[config.mk]
export PLATFORM = sky130hd
export DESIGN_NAME = ppi_bus_master
export DESIGN_NICKNAME = d
export VERILOG_FILES = /design/src/rtl/ppi_bus_master_pkg.sv /design/src/rtl/ppi_phase_timer.sv /design/src/rtl/ppi_bus_master.sv
export SDC_FILE = /design/constraint.sdc
export NUM_CORES = 1
export LEC_CHECK = 0
export ABC_AREA = 1
export ABC_CLOCK_PERIOD_IN_PS = 2000
export BUFFER_PORTS_ARGS = -buffer_cell sky130_fd_sc_hd__buf_2
export CAP_MARGIN = 25
export CORE_MARGIN = 1
export CORE_UTILIZATION = 50
export DETAILED_ROUTE_END_ITERATION = 8
export PLACE_DENSITY = 0.78
export SKIP_CTS_REPAIR_TIMING = 1
export SLEW_MARGIN = 30
export SYNTH_ARGS = -nofsm -noshare
export SYNTH_HDL_FRONTEND = slang
export SYNTH_HIERARCHICAL = 1
export SYNTH_SLANG_ARGS = --single-unit
[constraint.sdc]
create_clock -name clk -period 2 [get_ports clk]
set_input_delay 0.3 -clock clk [delete_from_list [all_inputs] [get_ports clk]]
set_output_delay 0.3 -clock clk [all_outputs]
set_load 0.01 [all_outputs]
[src/rtl/ppi_bus_master_pkg.sv]
// Shared types and constants for the 8255-style bus master.
// Holds FSM encodings, PPI register map and a phase-length helper.
package ppi_bus_master_pkg;

  typedef enum logic [2:0] {
    ST_IDLE,
    ST_SETUP,
    ST_STROBE,
    ST_HOLD,
    ST_RECOVER
  } state_e;

  localparam logic [1:0] PPI_PORT_A = 2'd0;
  localparam logic [1:0] PPI_PORT_B = 2'd1;
  localparam logic [1:0] PPI_PORT_C = 2'd2;
  localparam logic [1:0] PPI_CTRL   = 2'd3;

  // PC/XT control word: A in, B out, C in
  localparam logic [7:0] PPI_CW_XT = 8'h99;

  // Phase length in cycles -> down-counter load value
  function automatic logic [7:0] phase_ld(int unsigned cyc);
    return 8'(cyc - 1);
  endfunction

endpackage

[src/rtl/ppi_phase_timer.sv]
// Loadable 8-bit down-counter shared by all bus phases.
// Ports: clk_i, rst_ni (sync), load_i, load_val_i[7:0], done_o (count==0).
module ppi_phase_timer (
  input  logic       clk_i,
  input  logic       rst_ni,
  input  logic       load_i,
  input  logic [7:0] load_val_i,
  output logic       done_o
);

  logic [7:0] cnt_q, cnt_d;

  always_comb begin
    cnt_d = cnt_q;
    if (load_i) begin
      cnt_d = load_val_i;
    end else if (cnt_q != 8'd0) begin
      cnt_d = cnt_q - 8'd1;
    end
  end

  always_ff @(posedge clk_i) begin
    if (!rst_ni) begin
      cnt_q <= 8'd0;
    end else begin
      cnt_q <= cnt_d;
    end
  end

  assign done_o = (cnt_q == 8'd0);

endmodule

[src/rtl/ppi_bus_master.sv]
// Single-transaction bus initiator for 8255-style I/O peripherals.
// Ports: clk, reset_n, req_* (valid/ready request), rsp_* (completion),
// cs_n/rd_n/wr_n/a/d_out/d_oe (registered bus pins), d_in (bus read data).
module ppi_bus_master
  import ppi_bus_master_pkg::*;
#(
  parameter int unsigned SETUP_CYC   = 1,
  parameter int unsigned STROBE_CYC  = 2,
  parameter int unsigned HOLD_CYC    = 1,
  parameter int unsigned RECOVER_CYC = 1
) (
  input  logic       clk,
  input  logic       reset_n,
  input  logic       req_valid,
  output logic       req_ready,
  input  logic       req_write,
  input  logic [1:0] req_addr,
  input  logic [7:0] req_wdata,
  output logic       rsp_valid,
  output logic       rsp_write,
  output logic [7:0] rsp_rdata,
  output logic       cs_n,
  output logic       rd_n,
  output logic       wr_n,
  output logic [1:0] a,
  output logic [7:0] d_out,
  output logic       d_oe,
  input  logic [7:0] d_in
);

  localparam logic [7:0] SETUP_LD  = phase_ld(SETUP_CYC);
  localparam logic [7:0] STROBE_LD = phase_ld(STROBE_CYC);
  localparam logic [7:0] HOLD_LD   = phase_ld(HOLD_CYC);
  localparam logic [7:0] REC_LD    = phase_ld(RECOVER_CYC);

  state_e     state_q, state_d;
  logic       wr_q, wr_d;
  logic       cs_n_q, cs_n_d;
  logic       rd_n_q, rd_n_d;
  logic       wr_n_q, wr_n_d;
  logic [1:0] a_q, a_d;
  logic [7:0] dout_q, dout_d;
  logic       doe_q, doe_d;
  logic       rv_q, rv_d;
  logic       rw_q, rw_d;
  logic [7:0] rdata_q, rdata_d;

  logic       tmr_load;
  logic [7:0] tmr_val;
  logic       tmr_done;

  ppi_phase_timer u_timer (
    .clk_i     (clk),
    .rst_ni    (reset_n),
    .load_i    (tmr_load),
    .load_val_i(tmr_val),
    .done_o    (tmr_done)
  );

  // Pin values are computed one edge ahead so every
  // bus output comes straight from a flop.
  always_comb begin
    state_d  = state_q;
    wr_d     = wr_q;
    cs_n_d   = cs_n_q;
    rd_n_d   = rd_n_q;
    wr_n_d   = wr_n_q;
    a_d      = a_q;
    dout_d   = dout_q;
    doe_d    = doe_q;
    rv_d     = 1'b0;
    rw_d     = rw_q;
    rdata_d  = rdata_q;
    tmr_load = 1'b0;
    tmr_val  = 8'd0;
    unique case (state_q)
      ST_IDLE: begin
        if (req_valid) begin
          state_d  = ST_SETUP;
          tmr_load = 1'b1;
          tmr_val  = SETUP_LD;
          wr_d     = req_write;
          a_d      = req_addr;
          dout_d   = req_wdata;
          cs_n_d   = 1'b0;
          doe_d    = req_write;
        end
      end
      ST_SETUP: begin
        if (tmr_done) begin
          state_d  = ST_STROBE;
          tmr_load = 1'b1;
          tmr_val  = STROBE_LD;
          rd_n_d   = wr_q;
          wr_n_d   = ~wr_q;
        end
      end
      ST_STROBE: begin
        if (tmr_done) begin
          state_d  = ST_HOLD;
          tmr_load = 1'b1;
          tmr_val  = HOLD_LD;
          rd_n_d   = 1'b1;
          wr_n_d   = 1'b1;
          if (!wr_q) begin
            rdata_d = d_in;
          end
        end
      end
      ST_HOLD: begin
        if (tmr_done) begin
          state_d  = ST_RECOVER;
          tmr_load = 1'b1;
          tmr_val  = REC_LD;
          cs_n_d   = 1'b1;
          doe_d    = 1'b0;
          rv_d     = 1'b1;
          rw_d     = wr_q;
        end
      end
      ST_RECOVER: begin
        if (tmr_done) begin
          state_d = ST_IDLE;
        end
      end
      default: begin
        state_d = ST_IDLE;
      end
    endcase
  end

  always_ff @(posedge clk) begin
    if (!reset_n) begin
      state_q <= ST_IDLE;
      wr_q    <= 1'b0;
      cs_n_q  <= 1'b1;
      rd_n_q  <= 1'b1;
      wr_n_q  <= 1'b1;
      a_q     <= PPI_PORT_A;
      dout_q  <= 8'd0;
      doe_q   <= 1'b0;
      rv_q    <= 1'b0;
      rw_q    <= 1'b0;
      rdata_q <= 8'd0;
    end else begin
      state_q <= state_d;
      wr_q    <= wr_d;
      cs_n_q  <= cs_n_d;
      rd_n_q  <= rd_n_d;
      wr_n_q  <= wr_n_d;
      a_q     <= a_d;
      dout_q  <= dout_d;
      doe_q   <= doe_d;
      rv_q    <= rv_d;
      rw_q    <= rw_d;
      rdata_q <= rdata_d;
    end
  end

  assign req_ready = (state_q == ST_IDLE) && reset_n;
  assign rsp_valid = rv_q;
  assign rsp_write = rw_q;
  assign rsp_rdata = rdata_q;
  assign cs_n      = cs_n_q;
  assign rd_n      = rd_n_q;
  assign wr_n      = wr_n_q;
  assign a         = a_q;
  assign d_out     = dout_q;
  assign d_oe      = doe_q;

endmodule

### Yosys cells after proc, flatten, opt, wreduce, memory -nomap -nowiden

Cells that the tools add are included.

* register bits: 36
* input port bits: 22
* output and inout bits: 25

* $add $sub $neg: 1
* equality and inequality tests: 9
* mux-type cells: 23
* bitwise gates (word level): 1
* reduce and logical (&&, ||, !) cells: 15

Operators with widths (number)
* 8-bit 2-to-1 mux: 2
* 3-bit 2-to-1 mux: 5
* 3-bit case mux with 5 select lines: 1
* 1-bit 2-to-1 mux: 10
* 2-bit inequality test (second input constant): 5
* 1-bit case mux with 2 select lines: 5
* 3-bit AND reduction: 3
* 8-bit zero test: 1
* 8-bit nonzero test: 1
* 8-bit by 1-bit subtractor with 8-bit output (second input constant): 1
* 3-bit by 2-bit equality test with 1-bit output (second input constant): 2
* 2-bit AND reduction: 3
* 2-bit nonzero test: 3
* 5-bit AND reduction: 1
* 3-bit by 1-bit equality test with 1-bit output (second input constant): 1
* 3-bit equality test (second input constant): 1
* 3-bit zero test: 1
* 3-bit OR reduction: 1
* 1-bit logical AND: 1
* 1-bit NOT: 1

### Longest topological paths before layout

Gate-level depths: netlist (run 1).

* depth in word-level cells: 4
* gate-level depth with buffers: 12
* depth with buffers taken out: 11

### Modules after synthesis

Netlist (run 1), hierarchy kept.

By module, submodules not included
* ppi_bus_master: instances 1, cells an instance 144, area each 1099.8 sq um
* ppi_phase_timer: instances 1, cells an instance 70, area each 478.0 sq um

### Worst setup path before layout (run 1)

Ideal clock, no wire load.

* path kind: reg-to-reg
* start: register u_timer.cnt_q[0]
* end: register u_timer.cnt_q[1]
* library setup time: 113 ps
* arrival time: 1652 ps
* path slack: 235 ps
* cell stages (with the launch flop): 13
* clock period less this slack: 1765 ps
* cells stage by stage: dfxtp_1 -> inv_1 -> ha_1 -> nand2_2 -> nor2_8 -> nand2_1 -> o21ai_0 -> buf_2 -> inv_2 -> nand2_4 -> inv_2 -> nor2_1 -> nor2_1

* word-level cells in the longest chain between the ends: 4
* elaborated cells on any way between the ends: 8
* classes of those cells: add/sub (1); mux (4); reduce/logical (3)

RTL lines
* from (decl): RTL line ppi_phase_timer.sv:11 `logic [7:0] cnt_q, cnt_d;`
* from (signal assigned): RTL line ppi_phase_timer.sv:26 `cnt_q <= cnt_d;`
* 8-bit zero test *: RTL line ppi_phase_timer.sv:30 `assign done_o = (cnt_q == 8'd0);`
* via tmr_done: RTL line ppi_bus_master.sv:50 `logic tmr_done;`
* 1-bit 2-to-1 mux *: RTL line ppi_bus_master.sv:90, ppi_bus_master.sv:99, ppi_bus_master.sv:111
* 1-bit case mux with 2 select lines *: RTL line ppi_bus_master.sv:76 `unique case (state_q)`
* via tmr_load: RTL line ppi_bus_master.sv:48 `logic tmr_load;`
* 8-bit 2-to-1 mux / 2-bit nonzero test (equally long branches)

Mark *: on every way through the listed nets, which the timed path passes. The rest lies on a longest branch. The select of a mux whose other input is x is not followed.
A chain may end at the register's enable or synchronous reset.

### Worst setup path after layout (run 1)

* start: register u_timer.cnt_q[0]
* end: register u_timer.cnt_q[5]

The elaborated chain is that of the path after synthesis.

==> reports/results.tsv, run 1 <==
stage	metric	value	unit
worst_setup_path	timing.rr.start	u_timer/cnt_q[0]	
route	final_antenna_net_count	0	
sta	period_needed	1720	ps
cells_and_area	fin_area	1940	sq um
clock_tree	htreeDepth	2	
sta	finClkSkew	4.15	ps
sta	timing.final.crit_share	86.2	%
worst_setup_path	reg2reg_setup_slack	280	ps
synthesis	synth_cell_types	28	
worst_setup_path	critical_path_cell_count	11	
route	wirelength	3150	microns
clock_tree	clk_pin_slew	110	ps
worst_setup_path	critPathBufInv	2	
synthesis	synthTopCellsByArea	dfxtp_1 46%, nand2_1 16%, a21oi_1 9.2%	
worst_setup_path	startpoint_type	flip-flop	
worst_setup_path	crit_fanout	7	
synthesis	synth_top_cell_by_area	dfxtp_1	
worst_setup_path	required	2290	ps
cells_and_area	multi_input_comb_area	777	sq um
place	place_congestion	0.832	
clock_tree	tritoncts	yes	
route	vias_per_cell	4.79	
worst_setup_path	worst_path_max_delay_cell	dfxtp_1	
worst_setup_path	cp-end-kind	flip-flop	
floorplanning	dieArea	3380	sq um
power	power.leakage	0.935	nW
place	hpwl	2390	microns
global_route	grt_pass1_vias	1252	
floorplanning	core	3030	sq um
route	vias	1518	
route	drc	0	
global_route	grt_use_total	20.7	%
worst_setup_path	cpMostUsedCell	nand2_1	
synthesis	synthCells	214	
floorplanning	die_h	58.2	microns
status	status	complete, no violations	
global_route	grt-ovfl-total	0	
clock_tree	cts_root_buffer	clkbuf_4	
floorplanning	initial_core_util	52.1	%
worst_setup_path	path_delay_family	simple AND/OR/NAND/NOR gates	
sta	setup_slack	275	ps
sta	rsz0062_at_grt	false	
worst_hold_path	hold_class	in -> reg	
clock_tree	cts_sinks	36	
power	p_per_area	1210	nW/um^2
worst_setup_path	max_stage_delay	320	ps
synthesis	synth_warnings	6	
global_route	grt_start_max_net_pins	24	
cells_and_area	regArea	721	sq um
clock_tree	cts_buffers	5	
clock_tree	insertion_delay	340	ps
cells_and_area	drive_above_1_share	26.0	%
power	peakVddDrop	0.000691	V
worst_setup_path	crit_end	u_timer/cnt_q[5]	
worst_setup_path	crit_type	reg -> reg	
synthesis	ys_ff_latch	36	
synthesis	synth-seq-area-share	45.7	%
place	dpl_cell_area	1880	sq um
place	place_ws	174	ps
floorplanning	die_w	58.2	microns
synthesis	yosys.area.top_type_share	45.7	%
worst_setup_path	cp-startpoint	u_timer/cnt_q[0]	
cells_and_area	area_delta_synth_final	23.0	%
global_route	grt_pass1_wl	5380	microns
sta	finalSetupTns	0	ps
worst_setup_path	arrival	2020	ps
floorplanning	pin_count	47	
route	drt_first_pass_iters	4	
worst_setup_path	r2r_end	u_timer/cnt_q[5]	
cells_and_area	nNetsFinal	295	
floorplanning	rows	20	
route	first_iter_violations	48	
route	wire_per_inst	9.94	microns
cells_and_area	fill_cells	281	
sta	max_freq	580	MHz
synthesis	netlist_area	1580	sq um
sta	drv_slew	0	
worst_setup_path	crit_chain	inv_1, ha_1, nand2_2, nor2_8, nand2_1, o21ai_1, buf_4, nor2_2, nand3_1, nand2_1, nor2_1	
synthesis	syn_area_per_cell	7.37	sq um
cells_and_area	diodes	0	
global_route	antenna_found_initial	0	
worst_setup_path	r2r_cells	11	
clock_tree	clockBufferDepth	2	
flow_run	cap_violations	0	
place	port_buffers	46	
sta	hold_violations	0	
sta	setup_viol	0	
-- tightest hold or removal path: stages --
cell and delay, ps:
buf_2 90, nand2_1 50, a21oi_1 50
-- layout make-up --
class	count	share of cell area (%)
Timing Repair Buffer	50	13.4
Inverter	19	3.68
Sequential cell	36	37.1
Multi-Input combinational cell	160	40.0
Clock buffer	5	1.93
Tap cell	44	2.84
Clock inverter	3	0.967
-- flip-flops by register name (all words and copies together), names as in the netlist, 2 cells and up --
signal / cells
d_out: 8
rsp_rdata: 8
u_timer/cnt_q: 8
state_q: 3
a: 2
-- kinds of logic after synthesis --
kind of cell               synth area share (%)
and+or+nand+nor                            32.9
DFF                                        45.7
adders and majority gates                 0.793
xor gates and xnor gates                   1.67
other                                     0.238
AOI/OAI and AO/OA                          12.2
buffers and inverters                      6.50
-- layout by cell type, fill, tap and decap left out, drive strengths merged --
master,Yosys,routed
a21oi,29,29
buf,3,50
clkbuf,2,5
clkinv,0,3
conb,1,7
dfxtp,36,36
ha,1,1
inv,19,19
nand2,69,69
nand3,10,10
nand3b,1,1
nand4,5,5
nor2,22,22
nor3,4,4
o211ai,1,1
o21ai,8,8
xnor2,2,2
xor2,1,1
-- per-stage QoR --
| stage | hold WS, ps | utilization, % | power (mW) | instances |
|---|---|---|---|---|
| finish | 187 | 64.1 | 2.36 | 317 |
| global route | 166 | 64.1 | 2.55 | 317 |
| CTS | 170 | 64.1 | 2.37 | 317 |
| detailed placement | 439 | 62.2 | 1.99 | 309 |
| global placement | 432 | 62.2 | 1.97 | 309 |
| floorplan | 384 | - | 1.75 | 220 |
-- cell usage after synthesis --
library cell and count:
nand4_1 4, nand2_2 1, nor2_2 3, o21ai_1 4, inv_2 4, a21oi_1 29
xnor2_1 2, nor2_4 1, nand2_4 1, nor2_8 1, ha_1 1, buf_6 1
conb_1 1, nand2_1 67, nor3_1 4, o211ai_1 1, dfxtp_1 36, o21ai_0 4
xor2_1 1, nand4_4 1, nor2_1 17, clkbuf_1 2, buf_4 1, nand3_1 9
inv_1 15, buf_2 1, nand3b_1 1, nand3_4 1
-- metal layers --
metal | share of wire [%] | up-vias | wire (microns) | track usage, %
met5 | 0 | - | 0 | 0
met4 | 1.4 | 0 | 44 | 8.16
met3 | 6.9 | 5 | 217 | 7.59
met2 | 44 | 48 | 1400 | 29.6
met1 | 47 | 665 | 1490 | 28.5
li1 | - | 800 | - | -
-- where the power goes --
part | total (mW) | internal [mW] | switching (mW)
Sequential | 0.965 | 0.850 | 0.114
Clock | 0.383 | 0.135 | 0.249
Combinational | 1.01 | 0.389 | 0.619
Total | 2.36 | 1.37 | 0.982
-- worst min path at each step --
stage / start / to / slack, ps / cells past startpoint
final: req_addr[1] / a[1] / 190 / 3
after global routing: req_wdata[1] / d_out[1] / 170 / 3
after CTS: req_addr[1] / a[1] / 170 / 3
after detailed placement: rsp_write / rsp_write / 440 / 2
after global placement: rd_n / rd_n / 430 / 2
after floorplan: reset_n / cs_n / 380 / 1
No activity file was read; power rests on OpenSTA's default activity.
==> run 2: changes to the inputs <==
--- a/config.mk
+++ b/config.mk
@@ -9,13 +9,14 @@
 export ABC_CLOCK_PERIOD_IN_PS = 2000
 export BUFFER_PORTS_ARGS = -buffer_cell sky130_fd_sc_hd__buf_2
 export CAP_MARGIN = 25
+export CORE_ASPECT_RATIO = 1.5
 export CORE_MARGIN = 1
 export CORE_UTILIZATION = 50
+export CTS_CLUSTER_DIAMETER = 30
 export DETAILED_ROUTE_END_ITERATION = 8
 export PLACE_DENSITY = 0.78
 export SKIP_CTS_REPAIR_TIMING = 1
 export SLEW_MARGIN = 30
 export SYNTH_ARGS = -nofsm -noshare
 export SYNTH_HDL_FRONTEND = slang
-export SYNTH_HIERARCHICAL = 1
 export SYNTH_SLANG_ARGS = --single-unit
==> run 2 against run 1 <==
Effect of this change: non-clock buffer count decreased by 2; sequential share of layout area increased by 0.24 points; die area decreased by 0.40%; cell count decreased by 5.4%; largest power group unchanged; maximum frequency increased by 11%; setup slack improved by 170 ps; critical endpoint is now req_ready; first-iteration DRC count decreased by 40%.
==> reports/results.tsv, run 2 <==
stage	metric	value	unit	change
synthesis	netlist_area	1570	sq um	-0.56%
synthesis	synth_top_cell_by_area	dfxtp_1		
cells_and_area	final_cell_mix	57 x nand2_1, 46 x buf_2, 36 x dfxtp_1		
worst_setup_path	cp-end-kind	output port		
clock_tree	cts_buffers	5		unchanged
worst_setup_path	crit_type	reg -> out		
global_route	grt_start_max_net_pins	26		+8.3%
route	drt_first_pass_iters	4		unchanged
sta	setup_viol	0		unchanged
sta	hold_slack	251	ps	+63.8 ps
synthesis	ys_ff_latch	36		unchanged
synthesis	synth.net_count	236		
floorplanning	core	2940	sq um	-2.8%
place	dpl_cell_area	1820	sq um	-3.6%
route	vias	1481		-2.4%
power	switching_share	40.9	%	-0.81 points
power	power.leakage	0.918	nW	-1.8%
clock_tree	tritoncts	yes		
power	power.net_switching	1.14	mW	+16%
cells_and_area	fin_util	65.5	%	+1.4 points
synthesis	synth_warnings	0		-6
cells_and_area	nNetsFinal	284		-3.7%
global_route	antenna_found_initial	0		unchanged
synthesis	synth_cell_types	26		-7.1%
power	seqPwrFrac	34.4	%	-6.5 points
sta	hold_violations	0		unchanged
worst_setup_path	crit_fanout	6		-1
place	place_congestion	0.796		-4.3%
sta	finalSetupTns	0	ps	unchanged
place	hpwl	2410	microns	+1.1%
sta	timing.final.crit_share	77.6	%	-8.7 points
route	final_antenna_net_count	0		unchanged
floorplanning	pin_count	47		unchanged
power	peakVddDrop	0.00103	V	+49%
synthesis	async_flop_share	0	%	unchanged
global_route	grt_use_total	22.0	%	+1.2 points
sta	rsz0062_at_grt	false		
floorplanning	die_w	47.7	microns	-18%
clock_tree	insertion_delay	290	ps	-50 ps
synthesis	synthCells	212		-0.93%
status	status	complete, no violations		
floorplanning	die_h	70.6	microns	+21%
route	wire_per_inst	10.8	microns	+9.1%
synthesis	syn_area_per_cell	7.40	sq um	+0.38%
floorplanning	initial_core_util	53.3	%	+1.2 points
cells_and_area	drive_above_1_share	27.6	%	+1.6 points
power	clkPwrFrac	22.6	%	+6.3 points
sta	period_needed	1550	ps	-173 ps
clock_tree	clockBufferDepth	2		unchanged
synthesis	yosys.area.top_type_share	45.9	%	+0.25 points
route	vias_per_cell	4.94		+3.1%
synthesis	yosysMostFrequentCell	nand2_1		
flow_run	cap_violations	0		unchanged
synthesis	synth-edff-count	0		unchanged
cells_and_area	final_common_cell	nand2_1		
route	wirelength	3250	microns	+3.2%
global_route	grt_pass1_wl	5400	microns	+0.50%
cells_and_area	diodes	0		unchanged
route	first_iter_violations	29		-40%
synthesis	synth_ff_type	dfxtp_1		
clock_tree	cts_sinks	36		unchanged
power	internal_power	1.64	mW	+20%
synthesis	synthTopCellsByArea	dfxtp_1 46%, nand2_1 14%, a21oi_1 7.7%		
route	drc	0		unchanged
power	p_per_area	1440	nW/um^2	+19%
worst_hold_path	hold_class	in -> reg		
place	port_buffers	46		unchanged
cells_and_area	area_delta_synth_final	22.9	%	about the same
sta	max_slew_margin	77.1	%	
sta	finClkSkew	6.27	ps	+2.12 ps
sta	tightest_slew	343	ps	
clock_tree	htreeDepth	2		unchanged
global_route	grt-ovfl-total	0		unchanged
clock_tree	cts_root_buffer	clkbuf_8		
floorplanning	rows	24		+20%
sta	drv_slew	0		unchanged
worst_setup_path	required	1700	ps	-590 ps
synthesis	synth-seq-area-share	45.9	%	+0.25 points
synthesis	synth_common_cells	57 x nand2_1, 36 x dfxtp_1, 24 x a21oi_1, 24 x nor2_1, 18 x nand3_1		
place	place_ws	479	ps	+305 ps
clock_tree	clk_pin_slew	70	ps	-40 ps
worst_setup_path	arrival	1250	ps	-770 ps
sta	setup_slack	449	ps	+173 ps
worst_setup_path	startpoint_type	flip-flop		
floorplanning	dieArea	3370	sq um	-0.40%
global_route	grt_pass1_vias	1363		+8.9%
power	power_frac_comb	43.0	%	+0.2 points
cells_and_area	fin_area	1930	sq um	-0.64%
sta	max_freq	645	MHz	+11%
run 2: area by class of cell:
cell class	count	area, sq um
repair buffers	48	245
clock buffers	5	68.8
clock inverters	3	42.5
well taps	39	48.8
fillers	278	1010
multi-input cells	150	731
flip-flops and latches	36	721
inverters	19	71.3
run 2: stage by stage:
stage	total power [mW]	cells
floorplan	1.97	212
global placement	2.15	292
detailed placement	2.17	292
CTS	2.81	300
global route	3.03	300
finish	2.78	300
run 2: cells by family (layout without fill, tap and decap cells):
| family | count (synthesis) | in the layout | share of synthesized area (%) |
|---|---|---|---|
| adders and majority gates | 2 | 2 | 1.59 |
| and+or+nand+nor | 111 | 111 | 31.7 |
| DFF | 36 | 36 | 45.9 |
| xor gates and xnor gates | 2 | 2 | 1.12 |
| buffers and inverters | 26 | 75 | 7.50 |
| AOI/OAI and AO/OA | 35 | 35 | 12.2 |
run 2: power groups by stage:
stage / Combinational [mW] / Clock [mW] / Sequential, mW
after CTS: 1.21 / 0.643 / 0.957
after floorplan: 0.982 / 0 / 0.988
final: 1.20 / 0.628 / 0.956
after detailed placement: 1.20 / 0 / 0.972
after global routing: 1.37 / 0.672 / 0.981
after global placement: 1.18 / 0 / 0.969
run 2: worst max-delay path, cell delays in order (launching register included):
cell and delay [ps]:
dfxtp_1 360, nor2_2 190, nand2_1 130, nor2_1 130
buf_2 140
run 2: path summary, 6_finish.rpt:
path	start	endpoint	slack, ps	cells after the start
worst max-delay path	state_q[0]	req_ready	450	4
worst min-delay path	req_wdata[5]	d_out[5]	250	3
worst max register to register	u_timer.cnt_q[0]	rsp_write	500	7
worst min register to register	rsp_rdata[2]	rsp_rdata[2]	460	2
run 2: layer usage:
metal	GRT usage (%)	share of wire (%)
met1	23.8	42
met2	36.3	51
met3	6.38	4.3
met4	11.7	2.7
met5	0	0
==> run 3: changes to the inputs <==
--- a/config.mk
+++ b/config.mk
@@ -5,8 +5,8 @@
 export SDC_FILE = /design/constraint.sdc
 export NUM_CORES = 1
 export LEC_CHECK = 0
-export ABC_AREA = 1
-export ABC_CLOCK_PERIOD_IN_PS = 2000
+export ABC_AREA = 0
+export ABC_CLOCK_PERIOD_IN_PS = 1600
 export BUFFER_PORTS_ARGS = -buffer_cell sky130_fd_sc_hd__buf_2
 export CAP_MARGIN = 25
 export CORE_ASPECT_RATIO = 1.5
==> constraint.sdc (replaced) <==
create_clock -name clk -period 1.6 [get_ports clk]
set_input_delay 0.24 -clock clk [delete_from_list [all_inputs] [get_ports clk]]
set_output_delay 0.24 -clock clk [all_outputs]
set_load 0.01 [all_outputs]
==> run 3 against run 2 <==
Effect of this change: sequential share of layout area decreased by 4.6 points; critical path depth increased by 2; clock skew decreased by 4.8 ps; die area decreased by 0.31%; synthesized cell count decreased by 14%; largest cell class unchanged; the run now ends with setup timing left; flip-flop and latch count unchanged; critical endpoint is now rd_n; critical path type is now reg -> reg; largest power group unchanged.
==> reports/results.tsv, run 3 <==
stage	metric	value	unit	change
cells_and_area	fin_util	75.0	%	+9.5 points
sta	finalSetupTns	-316	ps	-316 ps
synthesis	ys_ff_latch	36		unchanged
power	power	4.35	mW	+56%
worst_hold_path	whs_endpoint	rsp_rdata[3]		
clock_tree	cts_buffers	5		unchanged
synthesis	synth_warnings	0		unchanged
synthesis	yosysMostFrequentCell	nand2_1		
route	drt_first_pass_iters	4		unchanged
worst_hold_path	worstHoldPathCells	3		unchanged
synthesis	synth-edff-count	0		unchanged
sta	max_freq	600	MHz	
global_route	grt-ovfl-total	0		unchanged
worst_setup_path	r2r_cells	6		-1
route	final_antenna_net_count	0		unchanged
synthesis	synth.net_count	207		-12%
sta	hold_slack	175	ps	-75.5 ps
place	hpwl	2570	microns	+6.6%
synthesis	synthCells	183		-14%
place	dpl_cell_area	2010	sq um	+11%
floorplanning	die_h	70.5	microns	-0.15%
worst_hold_path	hold_class	in -> reg		
sta	drv_slew	0		unchanged
route	wirelength	3760	microns	+16%
worst_setup_path	required	1770	ps	+70 ps
global_route	grt_start_max_net_pins	28		+7.7%
cells_and_area	fin_area	2210	sq um	+15%
place	place_ws	-65.4	ps	-544 ps
sta	rsz0062_at_grt	true		
clock_tree	htreeDepth	2		unchanged
floorplanning	initial_core_util	53.1	%	-0.17 points
sta	setup_slack	-67.5	ps	-516 ps
cells_and_area	fill_cells	246		-12%
worst_setup_path	crit_chain	inv_2, ha_4, or3b_4, nor3_4, and4bb_2, o31ai_1		
global_route	grt_use_total	24.1	%	+2.1 points
cells_and_area	diodes	0		unchanged
synthesis	synth-seq-area-share	46.1	%	+0.15 points
worst_setup_path	cp-end-kind	flip-flop		
place	place_congestion	0.821		+3.1%
cells_and_area	area_delta_synth_final	41.2	%	
synthesis	netlist_area	1560	sq um	-0.32%
flow_run	cap_violations	0		unchanged
sta	period_needed	1670	ps	
clock_tree	clockBufferDepth	2		unchanged
cells_and_area	fin_cells	292		-2.7%
floorplanning	rows	24		unchanged
cells_and_area	final_cell_mix	46 x buf_2, 37 x nand2_1, 33 x dfxtp_1		
worst_setup_path	crit_fanout	5		-1
synthesis	yosys.area.top_type_share	46.1	%	+0.15 points
synthesis	synthTopCellsByArea	dfxtp_1 46%, nand2_1 8.9%, a21boi_0 5.8%		
clock_tree	insertion_delay	280	ps	about the same
floorplanning	die_w	47.7	microns	-0.16%
worst_setup_path	worst_path_max_delay_cell	or3b_4		
cells_and_area	final_common_cell	buf_2		
place	port_buffers	46		unchanged
worst_setup_path	r2r_end	rd_n		
synthesis	synth_ff_type	dfxtp_1		
cells_and_area	nNetsFinal	276		-2.8%
sta	timing.final.crit_share	104	%	
route	first_iter_violations	48		+66%
status	violations	setup timing		
floorplanning	dieArea	3360	sq um	-0.31%
place	placed_cells_incl_taps	282		-3.4%
worst_setup_path	arrival	1840	ps	+590 ps
worst_setup_path	critPathBufInv	1		unchanged
worst_setup_path	reg2reg_setup_slack	-70	ps	-570 ps
synthesis	syn_area_per_cell	8.55	sq um	+15%
power	p_per_area	1970	nW/um^2	+36%
synthesis	synth_top_cell_by_area	dfxtp_1		
worst_setup_path	startpoint_type	flip-flop		
worst_setup_path	path_delay_family	simple AND/OR/NAND/NOR gates		
clock_tree	clk_pin_slew	70	ps	about the same
floorplanning	pin_count	47		unchanged
status	status	finished with violations		
route	vias	1514		+2.2%
clock_tree	tritoncts	yes		
cells_and_area	drive_above_1_share	41.1	%	+14 points
route	vias_per_cell	5.18		+5.0%
synthesis	synth_common_cells	37 x nand2_1, 36 x dfxtp_1, 15 x nor2_1		
global_route	grt_pass1_wl	5840	microns	+8.1%
global_route	grt_pass1_vias	1429		+4.8%
synthesis	synth_cell_types	37		+42%
worst_setup_path	max_stage_delay	420	ps	+60 ps
route	drc	0		unchanged
sta	max_slew_margin	82.1	%	+4.9 points
global_route	antenna_found_initial	0		unchanged
floorplanning	core	2940	sq um	unchanged
sta	hold_violations	0		unchanged
power	peakVddDrop	0.00136	V	+32%
clock_tree	cts_sinks	36		unchanged
power	power.leakage	0.989	nW	+7.7%
sta	finClkSkew	1.46	ps	-4.81 ps
worst_setup_path	timing.rr.start	u_timer.cnt_q[0]		
worst_hold_path	hp-start	d_in[3]		
sta	setup_viol	10		+10
worst_setup_path	crit_type	reg -> reg		
sta	tightest_slew	268	ps	-74.9 ps
route	wire_per_inst	12.9	microns	+19%
clock_tree	cts_root_buffer	clkbuf_8		
synthesis	async_flop_share	0	%	unchanged
## run 3: cell count changes after synthesis, moves of 4 or more
cell	change
mux2i_1	+4
nand3_1	-5
inv_1	-15
nand2_1	-20
a21boi_0	+12
o21ai_0	+7
nor2_1	-9
clkbuf_1	+6
nand2_2	-4
nor3b_1	+4
a21oi_1	-19
## run 3: how the worst max path moves through the flow
stage	from	to	cells after the start
2_1_floorplan	u_timer.cnt_q[5]	rsp_rdata[5]	5
3_3_place_gp	u_timer.cnt_q[0]	rsp_write	7
3_5_place_dp	u_timer.cnt_q[0]	u_timer.cnt_q[6]	6
4_1_cts	u_timer.cnt_q[0]	u_timer.cnt_q[1]	6
5_1_grt	u_timer.cnt_q[0]	rd_n	6
6_report	u_timer.cnt_q[0]	rd_n	6
## run 3: report_power, final
part / switching, mW / total [mW] / internal, mW / leakage [nW]
Clock: 0.317 / 0.866 / 0.550 / 0.0645
Combinational: 1.15 / 2.28 / 1.13 / 0.630
Sequential: 0.114 / 1.20 / 1.09 / 0.295
## run 3: area by class of cell
type	instances	area, sq um	share of cell area (%)
Timing Repair Buffer	73	449	20.3
Multi-Input combinational cell	134	852	38.6
Sequential cell	36	724	32.8
Clock inverter	1	30.0	1.36
Inverter	2	7.51	0.340
Clock buffer	7	96.3	4.36
Tap cell	39	48.8	2.21
## run 3: layer usage
| layer | part of all wire, % | GRT usage [%] | vias to the layer above | wire length (microns) |
|---|---|---|---|---|
| met4 | 3.4 | 12.7 | 0 | 128 |
| li1 | - | - | 771 | - |
| met1 | 42 | 27.2 | 689 | 1570 |
| met5 | 0 | 0 | - | 0 |
| met2 | 51 | 39.6 | 42 | 1920 |
| met3 | 3.7 | 5.94 | 12 | 139 |
## run 3: logic make-up (layout without fill, tap and decap cells)
family	Yosys count	count (layout)	synth area share, %
AO/OA/AOI/OAI	36	36	14.5
buffers and inverters	13	83	3.84
multiplexers	5	5	3.28
adder cells (fa/ha/maj)	2	2	1.60
AND/OR/NAND/NOR	90	90	30.2
XOR/XNOR	1	1	0.560
flip-flops	36	36	46.1
## run 3: worst register-to-register path: stages, from the launching register on
cell      delay, ps
dfxtp_2         330
inv_2            90
ha_4            140
or3b_4          420
nor3_4          240
and4bb_2        270
o31ai_1          70
